**src/rtl/fp_cla_adder.sv**
```systemverilog
// -----------------------------------------------------------------------------
// fp_cla_adder
//
// Registered IEEE-754 single-precision adder. Operands are aligned, then
// added or subtracted with a 27-bit carry-lookahead adder (4-bit groups).
// The sum is normalised and rounded to nearest-even. The result is
// registered, so the latency is one cycle and a new pair is accepted on
// every cycle.
//
// Simplifications: denormal inputs are flushed to zero, and results that
// underflow become signed zero.
//
// Ports:
//   clk  - system clock, rising edge
//   rst  - asynchronous active-high reset, clears sum to +0
//   a    - operand A (IEEE-754 single)
//   b    - operand B (IEEE-754 single)
//   sum  - registered a + b
// -----------------------------------------------------------------------------
module fp_cla_adder #(
  parameter int W = 32
) (
  input  logic         clk,
  input  logic         rst,
  input  logic [W-1:0] a,
  input  logic [W-1:0] b,
  output logic [W-1:0] sum
);

  localparam logic [31:0] QNAN = 32'h7FC0_0000;

  // 27-bit carry-lookahead adder. Bits 0..23 form six full 4-bit groups;
  // group carries are resolved by lookahead, bits inside a group ripple
  // from their group carry-in. The top three bits form a short group.
  // The return value is {carry_out, sum[26:0]}.
  function automatic logic [27:0] cla27(input logic [26:0] x,
                                        input logic [26:0] y,
                                        input logic        cin);
    logic [26:0] g, p, c;
    logic [5:0]  gg, gp;
    logic [6:0]  gc;
    logic        cout;
    g = x & y;
    p = x ^ y;
    for (int k = 0; k < 6; k++) begin
      gg[k] = g[4*k+3]
            | (p[4*k+3] & g[4*k+2])
            | (p[4*k+3] & p[4*k+2] & g[4*k+1])
            | (p[4*k+3] & p[4*k+2] & p[4*k+1] & g[4*k]);
      gp[k] = &p[4*k +: 4];
    end
    gc[0] = cin;
    for (int k = 0; k < 6; k++) begin
      gc[k+1] = gg[k] | (gp[k] & gc[k]);
    end
    c[0] = gc[0];
    for (int i = 1; i < 27; i++) begin
      c[i] = (i % 4 == 0) ? gc[i/4] : (g[i-1] | (p[i-1] & c[i-1]));
    end
    cout = g[26] | (p[26] & c[26]);
    return {cout, p ^ c};
  endfunction

  // Leading-zero count of a 27-bit value. An all-zero input returns 27.
  function automatic logic [4:0] lzc27(input logic [26:0] v);
    logic [4:0] n;
    logic       found;
    n     = '0;
    found = 1'b0;
    for (int i = 26; i >= 0; i--) begin
      if (!found) begin
        if (v[i]) found = 1'b1;
        else      n = n + 5'd1;
      end
    end
    return n;
  endfunction

  logic               a_zero, b_zero, a_inf, b_inf, a_nan, b_nan;
  logic               a_ge_b;
  logic               big_s, small_s, sub;
  logic [7:0]         big_e, small_e, exp_diff;
  logic [22:0]        big_f, small_f;
  logic [26:0]        big_x, small_x, small_al, addend, norm;
  logic               lost;
  logic [27:0]        raw;
  logic [4:0]         lz;
  logic               zero_res, round_up;
  logic [24:0]        mant_r;
  logic [22:0]        frac;
  logic signed [9:0]  exp_n, exp_r;
  logic [31:0]        result;

  // NOTE: every variable gets a default at the top of this block, so no path
  // leaves a value unassigned and no latch is inferred.
  always_comb begin
    a_zero   = (a[30:23] == 8'h00);
    b_zero   = (b[30:23] == 8'h00);
    a_inf    = (a[30:23] == 8'hFF) && (a[22:0] == 23'h0);
    b_inf    = (b[30:23] == 8'hFF) && (b[22:0] == 23'h0);
    a_nan    = (a[30:23] == 8'hFF) && (a[22:0] != 23'h0);
    b_nan    = (b[30:23] == 8'hFF) && (b[22:0] != 23'h0);
    // Magnitude order is exponent first, then fraction. This is exactly
    // the unsigned order of the low 31 bits.
    a_ge_b   = (a[30:0] >= b[30:0]);
    big_s    = a_ge_b ? a[31]    : b[31];
    big_e    = a_ge_b ? a[30:23] : b[30:23];
    big_f    = a_ge_b ? a[22:0]  : b[22:0];
    small_s  = a_ge_b ? b[31]    : a[31];
    small_e  = a_ge_b ? b[30:23] : a[30:23];
    small_f  = a_ge_b ? b[22:0]  : a[22:0];
    sub      = big_s ^ small_s;
    exp_diff = big_e - small_e;

    // Mantissas carry three extra low bits: guard, round and sticky.
    big_x    = {1'b1, big_f, 3'b000};
    small_x  = {1'b1, small_f, 3'b000};
    small_al = 27'd1;
    lost     = 1'b0;
    if (exp_diff < 8'd26) begin
      small_al    = small_x >> exp_diff;
      lost        = |(small_x & ~({27{1'b1}} << exp_diff));
      small_al[0] = small_al[0] | lost;
    end

    // Subtraction is big + ~small + 1. The borrow-out is ignored because
    // big >= small in magnitude.
    addend   = sub ? ~small_al : small_al;
    raw      = cla27(big_x, addend, sub);

    lz       = lzc27(raw[26:0]);
    zero_res = 1'b0;
    if (!sub && raw[27]) begin
      norm  = {1'b1, raw[26:2], raw[1] | raw[0]};
      exp_n = $signed({2'b00, big_e}) + 10'sd1;
    end else begin
      zero_res = (raw[26:0] == 27'h0);
      norm     = raw[26:0] << lz;
      exp_n    = $signed({2'b00, big_e}) - $signed({5'b00000, lz});
    end

    // Round to nearest, ties to even, on norm[3]. A carry into bit 24
    // means the mantissa rounded up to 2.0, so bump the exponent.
    round_up = norm[2] & (norm[1] | norm[0] | norm[3]);
    mant_r   = {1'b0, norm[26:3]} + {24'h0, round_up};
    exp_r    = exp_n + $signed({9'h000, mant_r[24]});
    frac     = mant_r[24] ? mant_r[23:1] : mant_r[22:0];

    if (a_nan || b_nan || (a_inf && b_inf && (a[31] != b[31]))) begin
      result = QNAN;
    end else if (a_inf) begin
      result = a;
    end else if (b_inf) begin
      result = b;
    end else if (a_zero && b_zero) begin
      result = 32'h0;
    end else if (a_zero) begin
      result = b;
    end else if (b_zero) begin
      result = a;
    end else if (zero_res) begin
      result = 32'h0;
    end else if (exp_n <= 10'sd0) begin
      result = {big_s, 31'h0};
    end else if (exp_r >= 10'sd255) begin
      result = {big_s, 8'hFF, 23'h0};
    end else begin
      result = {big_s, exp_r[7:0], frac};
    end
  end

  // NOTE: sequential state uses non-blocking assignments so every flop
  // samples its input before any flop updates in the same edge.
  // NOTE: the output register is reset asynchronously, so sum reads +0 as
  // soon as rst rises, without waiting for a clock edge.
  always_ff @(posedge clk or posedge rst) begin
    if (rst) sum <= '0;
    else     sum <= result;
  end

endmodule

```
**config.mk**
```make
export PLATFORM = sky130hd
export DESIGN_NAME = fp_cla_adder
export DESIGN_NICKNAME = d
export VERILOG_FILES = /design/src/rtl/fp_cla_adder.sv
export SDC_FILE = /design/constraint.sdc
export NUM_CORES = 1
export LEC_CHECK = 0
export ABC_AREA = 1
export CAP_MARGIN = 25
export CORE_ASPECT_RATIO = 0.8
export CORE_UTILIZATION = 40
export CTS_CLUSTER_SIZE = 12
export DETAILED_ROUTE_END_ITERATION = 8
export SYNTH_ARGS = -nofsm -noshare
export SYNTH_HDL_FRONTEND = slang
export SYNTH_SLANG_ARGS = --single-unit
```
**constraint.sdc**
```tcl
create_clock -name clk -period 2.7 [get_ports clk]
set_clock_uncertainty 0.1 [all_clocks]
set_input_delay 0.405 -clock clk [delete_from_list [all_inputs] [get_ports clk]]
set_output_delay 0.405 -clock clk [all_outputs]
set_load 0.01 [all_outputs]
```
==> results.tsv, run 1 <==
stage	metric	value	unit
status	status	finished, violations left	
status	violations	setup timing	
logic_synthesis	yosys_warnings	0	
sta	fin_ws	-17750	ps
die	die_h	160	µm
sta	timing.hold.ws	413	ps
layout	finalNetCount	3270	
pwr	p_leak	11.2	nW
die	fp-row-count	57	
logic_synthesis	synth_top_cell_by_area	nand2_1	
logic_synthesis	yosysMostFrequentCell	nand2_1	
logic_synthesis	synthTopCellsByCount	nand2_1, inv_1, nor2_1, nand3_1, o21ai_0	
critical_path	crit_fanout	8	
pwr	power	21.5	mW
critical_path	critPathLaunch	b[28]	
place	gp_congestion	1.09	
flow_run	drv_cap	0	
clock_network	clk_path_buf_depth	2	
hold_path	holdCritPathClass	in2async	
critical_path	critPathMostFrequentCell	nand2_2	
sta	fmax	48.9	MHz
grt	grt_pass1_wl	95.4	mm
place	dp.cells	3414	
logic_synthesis	syn_nets	2452	
grt	grt_max_degree	89	
layout	post-route-util	70.1	%
clock_network	postCtsHoldBufs	0	
sta	tightest_slew	1050	ps
drt	finalWirelength	66.1	mm
layout	largest_register_ffs	32	
critical_path	worstPathArrival	20550	ps
logic_synthesis	synth_area_per_cell	5.48	µm²
clock_network	cts_tree	built	
drt	vias_per_cell	5.51	
drt	drt_iter0_markers	2471	
drt	wl_per_cell	18.8	µm
logic_synthesis	ys_ff_latch	32	
logic_synthesis	synth_area_leaders	nand2_1, inv_1, ha_1, nand3_1, o21ai_0	
logic_synthesis	synthCells	2278	
sta	period_needed	20450	ps
clock_network	numCtsBuffers	5	
critical_path	critPathKind	in2reg	
critical_path	cp.required	2790	ps
logic_synthesis	synth-async-reset-ratio	100	%
logic_synthesis	synth_top_area_share	18.8	%
grt	grt_use_total	38.4	%
sta	finalHoldViolations	0	
layout	drive_gt1_share	38.4	%
logic_synthesis	synth_area	12500	µm²
layout	instances_no_fill	3511	
die	core_area	30500	µm²
drt	vias	19300	
die	boundaryPins	98	
pwr	vdd_drop_max	0.720	mV
layout	largestRegisters	sum (32)	
sta	finalMaxSlewViolations	0	
die	dieArea	31900	µm²
clock_network	cts.sinks	32	
pwr	powerDensity	1000	nW/µm²
drt	drt_pre_antenna_iters	9	
place	io_buffers	97	
sta	setup_violations	32	
drt	postRouteAntennaNets	0	
place	hpwl	52.8	mm
logic_synthesis	synth_ff_type	dfrtp_1	
critical_path	cp-end-kind	flop	
critical_path	slowest_delay	560	ps
clock_network	path_clk_slew	50	ps
layout	fill_cells	2541	
die	start_util	40.9	%
critical_path	cp_slowest_cell	or4_4	
drt	drc_errors	0	
logic_synthesis	ys_seq_area_share	6.42	%
logic_synthesis	synth_enable_flop_cells	0	
grt	antenna_found_initial	1	
sta	final.period_utilization	758	%
clock_network	htreeDepth	2	
critical_path	start_kind	primary input	
sta	rsz0062_at_grt	true	
grt	grt_pass1_vias	17400	
layout	top_register	sum	
layout	area_growth	71.6	%
die	die_w	199	µm
logic_synthesis	yosysUniqueCellTypes	65	
sta	max_slew_margin	29.2	%
grt	grt-ovfl-total	0	
clock_network	clockRootBuffer	clkbuf_16	
-- critical path, delay by kind of cell --
family,cells,cell delay (ps)
buffers and inverters,26,2590
AOI/OAI and AO/OA,28,3930
xor gates and xnor gates,4,700
and+or+nand+nor,72,7900
adders and majority gates,19,4970
-- cells by family after synthesis --
logic type | after synthesis | share of synthesized area (%)
xor gates and xnor gates | 61 | 4.28
buffers and inverters | 462 | 14.8
DFF | 32 | 6.42
and+or+nand+nor | 1200 | 43.9
adders and majority gates | 108 | 11.9
muxes | 3 | 0.241
AOI/OAI and AO/OA | 412 | 18.4
-- power breakdown --
group          internal (mW)  total, mW  switching (mW)  leakage, nW
Sequential             0.730      0.817          0.0873        0.383
Combinational           9.06       20.1            11.0         10.7
Clock                  0.339      0.542           0.203       0.0736
Total                   10.1       21.5            11.3         11.2
-- cells in the final DEF (no fill, tap or decap), drive strengths merged, types with 3 or more instances in the layout --
| cell | Yosys | routed |
|---|---|---|
| clkbuf | 35 | 9 |
| o22ai | 26 | 26 |
| o221ai | 4 | 4 |
| a31oi | 4 | 4 |
| a21oi | 110 | 110 |
| xnor2 | 10 | 10 |
| o2111ai | 3 | 3 |
| ha | 90 | 90 |
| nand3 | 198 | 198 |
| o21a | 3 | 3 |
| xor2 | 51 | 51 |
| inv | 386 | 384 |
| o21ai | 218 | 218 |
| a221oi | 6 | 6 |
| a21o | 3 | 3 |
| o31ai | 4 | 4 |
| clkinv | 7 | 10 |
| nor3 | 18 | 18 |
| dfrtp | 32 | 32 |
| nand4 | 67 | 67 |
| buf | 32 | 781 |
| nand3b | 13 | 13 |
| nor2 | 227 | 227 |
| dlymetal6s2s | 0 | 10 |
| fa | 18 | 18 |
| nand2 | 651 | 653 |
| or2 | 11 | 11 |
| o211ai | 15 | 15 |
| mux2i | 3 | 3 |
| nor4 | 12 | 12 |
| clkdlybuf4s50 | 0 | 77 |
| a211oi | 7 | 7 |
| dlygate4sd2 | 0 | 5 |
-- worst max-delay path by stage --
stage | depth (start not counted) | end | slack [ps]
after floorplan | 150 | sum[21]$_DFF_PP0_ | -15690
after global placement | 154 | sum[29]$_DFF_PP0_ | -18150
after detailed placement | 154 | sum[15]$_DFF_PP0_ | -18700
after CTS | 158 | sum[11]$_DFF_PP0_ | -17160
after global routing | 149 | sum[7]$_DFF_PP0_ | -18760
final | 149 | sum[21]$_DFF_PP0_ | -17750
-- metrics by stage --
step	setup WS (ps)	cell area (µm²)	TNS, ps
after floorplan	-15690	12800	-489760
after global placement	-18150	19200	-567010
after detailed placement	-18700	19200	-584850
after CTS	-17160	20100	-537020
after global routing	-18760	21400	-585600
final	-17750	21400	-553560
-- area by class of cell --
| type | count | area (µm²) | area share [%] |
|---|---|---|---|
| Antenna cell | 1 | 2.50 | 0.0117 |
| Sequential cell | 32 | 801 | 3.74 |
| Clock inverter | 3 | 18.8 | 0.0877 |
| Inverter | 393 | 1510 | 7.05 |
| Clock buffer | 5 | 125 | 0.585 |
| Timing Repair Buffer | 878 | 7080 | 33.1 |
| Multi-Input combinational cell | 1786 | 11300 | 53.0 |
| Tap cell | 413 | 517 | 2.41 |
-- repair_timing --
item	4_1_cts	5_1_grt
buffers inserted	44	41
gates cloned	2	2
gates resized for setup	94	273
setup endpoints to repair	32	32
pin swaps	48	166
-- metal layers --
layer  vias up  GRT usage [%]  wire length, µm
met5         -              0                0
met4         0           6.59             1860
met3       187           6.82             7420
met2      1173           57.5            27800
met1      8893           57.3            29100
li1       9079              -                -
(Power assumes the default switching activity.)
==> run 2, diff against run 1 <==
--- a/config.mk
+++ b/config.mk
@@ -7,10 +7,14 @@
 export LEC_CHECK = 0
 export ABC_AREA = 1
 export CAP_MARGIN = 25
+export CELL_PAD_IN_SITES_DETAIL_PLACEMENT = 1
+export CELL_PAD_IN_SITES_GLOBAL_PLACEMENT = 1
 export CORE_ASPECT_RATIO = 0.8
+export CORE_MARGIN = 3
 export CORE_UTILIZATION = 40
 export CTS_CLUSTER_SIZE = 12
 export DETAILED_ROUTE_END_ITERATION = 8
+export PLACE_DENSITY_LB_ADDON = 0.1
 export SYNTH_ARGS = -nofsm -noshare
 export SYNTH_HDL_FRONTEND = slang
 export SYNTH_SLANG_ARGS = --single-unit
==> run 2 against run 1 <==
The run now fails in clock tree synthesis. Synthesized area is the same. Synthesized cell count is the same.
==> results.tsv, run 2 <==
stage	metric	value	unit	change
logic_synthesis	synth_area_leaders	nand2_1, inv_1, ha_1, nand3_1, o21ai_0		
die	start_util	40.9	%	unchanged
status	error	[ERROR DPL-0033] detailed placement checks failed during check placement.		
status	status	aborted with a tool error		
die	fp-row-count	57		unchanged
place	gp_congestion	1.04		-4.6%
die	die_w	203	µm	+2.0%
logic_synthesis	synth_enable_flop_cells	0		unchanged
logic_synthesis	syn_nets	2452		unchanged
logic_synthesis	ys_seq_area_share	6.42	%	unchanged
clock_network	post-cts-setup-buffers	102		+130%
clock_network	htreeDepth	2		unchanged
logic_synthesis	yosysMostFrequentCell	nand2_1		
logic_synthesis	yosys_warnings	0		unchanged
logic_synthesis	synth_top_area_share	18.8	%	unchanged
die	die_h	164	µm	+2.5%
logic_synthesis	yosysUniqueCellTypes	65		unchanged
logic_synthesis	synth_top_cell_by_area	nand2_1		
clock_network	cts.sinks	32		unchanged
logic_synthesis	synth_ff_type	dfrtp_1		
logic_synthesis	synthTopCellsByCount	nand2_1, inv_1, nor2_1, nand3_1, o21ai_0		
clock_network	clk_path_buf_depth	2		unchanged
logic_synthesis	synth_area	12500	µm²	unchanged
logic_synthesis	synth-async-reset-ratio	100	%	unchanged
clock_network	postCtsHoldBufs	0		unchanged
status	lastStage	clock tree synthesis		
die	boundaryPins	98		unchanged
logic_synthesis	ys_ff_latch	32		unchanged
place	hpwl	67.7	mm	+28%
clock_network	clockRootBuffer	clkbuf_16		
place	io_buffers	97		unchanged
clock_network	post_cts_resized	351		+270%
clock_network	numCtsBuffers	5		unchanged
logic_synthesis	synthCells	2278		unchanged
logic_synthesis	synth_area_per_cell	5.48	µm²	unchanged
## run 2: metrics by stage
step                      instances  utilization [%]  worst slack [ps]  hold slack [ps]  area [µm²]
after global placement         3404             63.0            -17630              715       19200
after floorplan                2278                -            -15690              421       12800
after detailed placement       3404             63.0            -20060              763       19200
## run 2: cells by family after synthesis
kind of cell,count (synthesis),synth area share (%)
muxes,3,0.241
AOI/OAI and AO/OA,412,18.4
buffers and inverters,462,14.8
and+or+nand+nor,1200,43.9
adders and majority gates,108,11.9
DFF,32,6.42
xor gates and xnor gates,61,4.28
==> run 3, diff against run 2 <==
==> config.mk (replaced) <==
export PLATFORM = sky130hd
export DESIGN_NAME = fp_cla_adder
export DESIGN_NICKNAME = d
export VERILOG_FILES = /design/src/rtl/fp_cla_adder.sv
export SDC_FILE = /design/constraint.sdc
export NUM_CORES = 1
export LEC_CHECK = 0
export ABC_AREA = 1
export CAP_MARGIN = 25
export CORE_MARGIN = 3
export CORE_UTILIZATION = 25
export DETAILED_ROUTE_END_ITERATION = 8
export PLACE_DENSITY_LB_ADDON = 0.15
export SYNTH_ARGS = -nofsm -noshare
export SYNTH_HDL_FRONTEND = slang
export SYNTH_SLANG_ARGS = --single-unit
==> run 3 against run 2 <==
The flow now finishes, with violations (setup timing).
==> results.tsv, run 3 (synthesis gave the netlist of run 1 again) <==
stage	metric	value	unit	change
layout	multi_input_area	11500	µm²	
die	dieArea	52600	µm²	
pwr	vdd_drop_max	0.549	mV	
clock_network	cts.sinks	32		unchanged
place	gp_congestion	0.937		-10%
critical_path	cp_slowest_cell	fa_2		
grt	grt_use_total	23.6	%	
die	start_util	25.4	%	-15 points
clock_network	clk_path_buf_depth	2		unchanged
clock_network	cts_tree	built		
clock_network	numCtsBuffers	5		unchanged
drt	wl_per_cell	16.7	µm	
drt	vias_per_cell	4.73		
pwr	p_leak	11.9	nW	
drt	drt_pre_antenna_iters	5		
clock_network	htreeDepth	2		unchanged
layout	drive_gt1_share	41.7	%	
layout	post-route-util	46.4	%	
critical_path	crit_fanout	8		
sta	period_needed	19670	ps	
grt	grt_max_degree	89		
place	hpwl	54.1	mm	-20%
die	fp-row-count	81		+42%
pwr	powerDensity	990	nW/µm²	
sta	finalMaxSlewViolations	0		
drt	postRouteAntennaNets	0		
layout	top_register	sum		
sta	tightest_slew	722	ps	
clock_network	path_clk_slew	60	ps	
clock_network	clockRootBuffer	clkbuf_16		
die	core_area	49200	µm²	
status	violations	setup timing		
sta	finalHoldViolations	0		
layout	register_area	801	µm²	
hold_path	holdCritPathClass	in2async		
sta	final.period_utilization	728	%	
critical_path	cp.required	2800	ps	
layout	fill_cells	5099		
layout	layout_common_cells	buf_4, nand2_1, inv_1		
drt	drt_iter0_markers	1220		
layout	area_growth	82.8	%	
layout	instances_no_fill	3883		
grt	antenna_found_initial	0		
die	boundaryPins	98		unchanged
place	io_buffers	97		unchanged
sta	rsz0062_at_grt	true		
drt	finalWirelength	64.8	mm	
grt	grt_pass1_wl	99.0	mm	
flow_run	drv_cap	0		
critical_path	worstPathArrival	19770	ps	
critical_path	slowest_delay	350	ps	
sta	fmax	50.8	MHz	
place	dp.cells	3725		+9.4%
layout	largest_register_ffs	32		
die	die_w	229	µm	+13%
grt	grt-ovfl-total	0		
sta	setup_violations	32		
grt	grt_pass1_vias	18000		
critical_path	cp-end-kind	flop		
drt	drc_errors	0		
layout	finalNetCount	3391		
critical_path	critPathKind	in2reg		
die	die_h	229	µm	+40%
layout	mostFrequentLayoutCell	buf_4		
critical_path	start_kind	primary input		
critical_path	critPathMostFrequentCell	nand2_2		
layout	largestRegisters	sum (32)		
status	status	finished, violations left		
drt	vias	18400		
sta	fin_ws	-16970	ps	
sta	max_slew_margin	51.3	%	
-- run 3: where the power goes --
group          switching (mW)  internal (mW)
Combinational            10.9           10.2
Sequential              0.157          0.731
Clock                   0.220          0.340
Total                    11.3           11.3
-- run 3: metrics by stage --
| stage | area (µm²) | setup slack, ps | power (mW) | hold slack, ps | setup TNS [ps] |
|---|---|---|---|---|---|
| finish | 22800 | -16970 | 22.6 | 408 | -531450 |
| global route | 22800 | -18090 | 24.5 | 471 | -568030 |
| CTS | 21700 | -16880 | 20.9 | 427 | -529340 |
| detailed placement | 20000 | -18380 | 18.2 | 727 | -572470 |
| global placement | 20000 | -18100 | 18.2 | 723 | -564370 |
| floorplan | 12800 | -15690 | 9.36 | 421 | -489760 |
-- run 3: area by class of cell --
type / count / area share [%]
clock inverter: 3 / 0.0823
antenna: 1 / 0.0110
inverter: 393 / 6.60
tap: 664 / 3.64
multi-input combinational: 1784 / 50.3
timing repair buffer: 1001 / 35.3
clock buffer: 5 / 0.549
sequential: 32 / 3.51
-- run 3: how the worst max path moves through the flow --
| stage | start | endpoint | slack [ps] | cells past startpoint |
|---|---|---|---|---|
| floorplan | b[2] | sum[21]$_DFF_PP0_ | -15690 | 150 |
| global placement | b[2] | sum[7]$_DFF_PP0_ | -18100 | 153 |
| detailed placement | b[2] | sum[19]$_DFF_PP0_ | -18380 | 156 |
| CTS | b[2] | sum[19]$_DFF_PP0_ | -16880 | 156 |
| global route | b[3] | sum[19]$_DFF_PP0_ | -18090 | 158 |
| finish | b[3] | sum[19]$_DFF_PP0_ | -16970 | 152 |
-- run 3: critical path, delay by kind of cell --
kind | cells | cell delay [ps]
buffers and inverters | 32 | 3040
xor gates and xnor gates | 5 | 1000
AOI/OAI and AO/OA | 33 | 4450
and+or+nand+nor | 61 | 5880
adders and majority gates | 21 | 4960
-- run 3: what timing repair did --
action                                 4_1_cts  5_1_grt
setup endpoints to repair                   32       32
pin swaps                                  131      178
buffers inserted                           122       33
hold buffers                                 0        0
endpoints found under the hold margin        0        0
gates cloned                                 2        0
resized for setup                          192      227
-- run 3: metal layers --
| metal | track usage [%] | share of wire (%) |
|---|---|---|
| met1 | 32.4 | 46 |
| met4 | 5.92 | 3.0 |
| met2 | 40.3 | 47 |
| met5 | 0 | 0 |
| met3 | 1.09 | 3.8 |
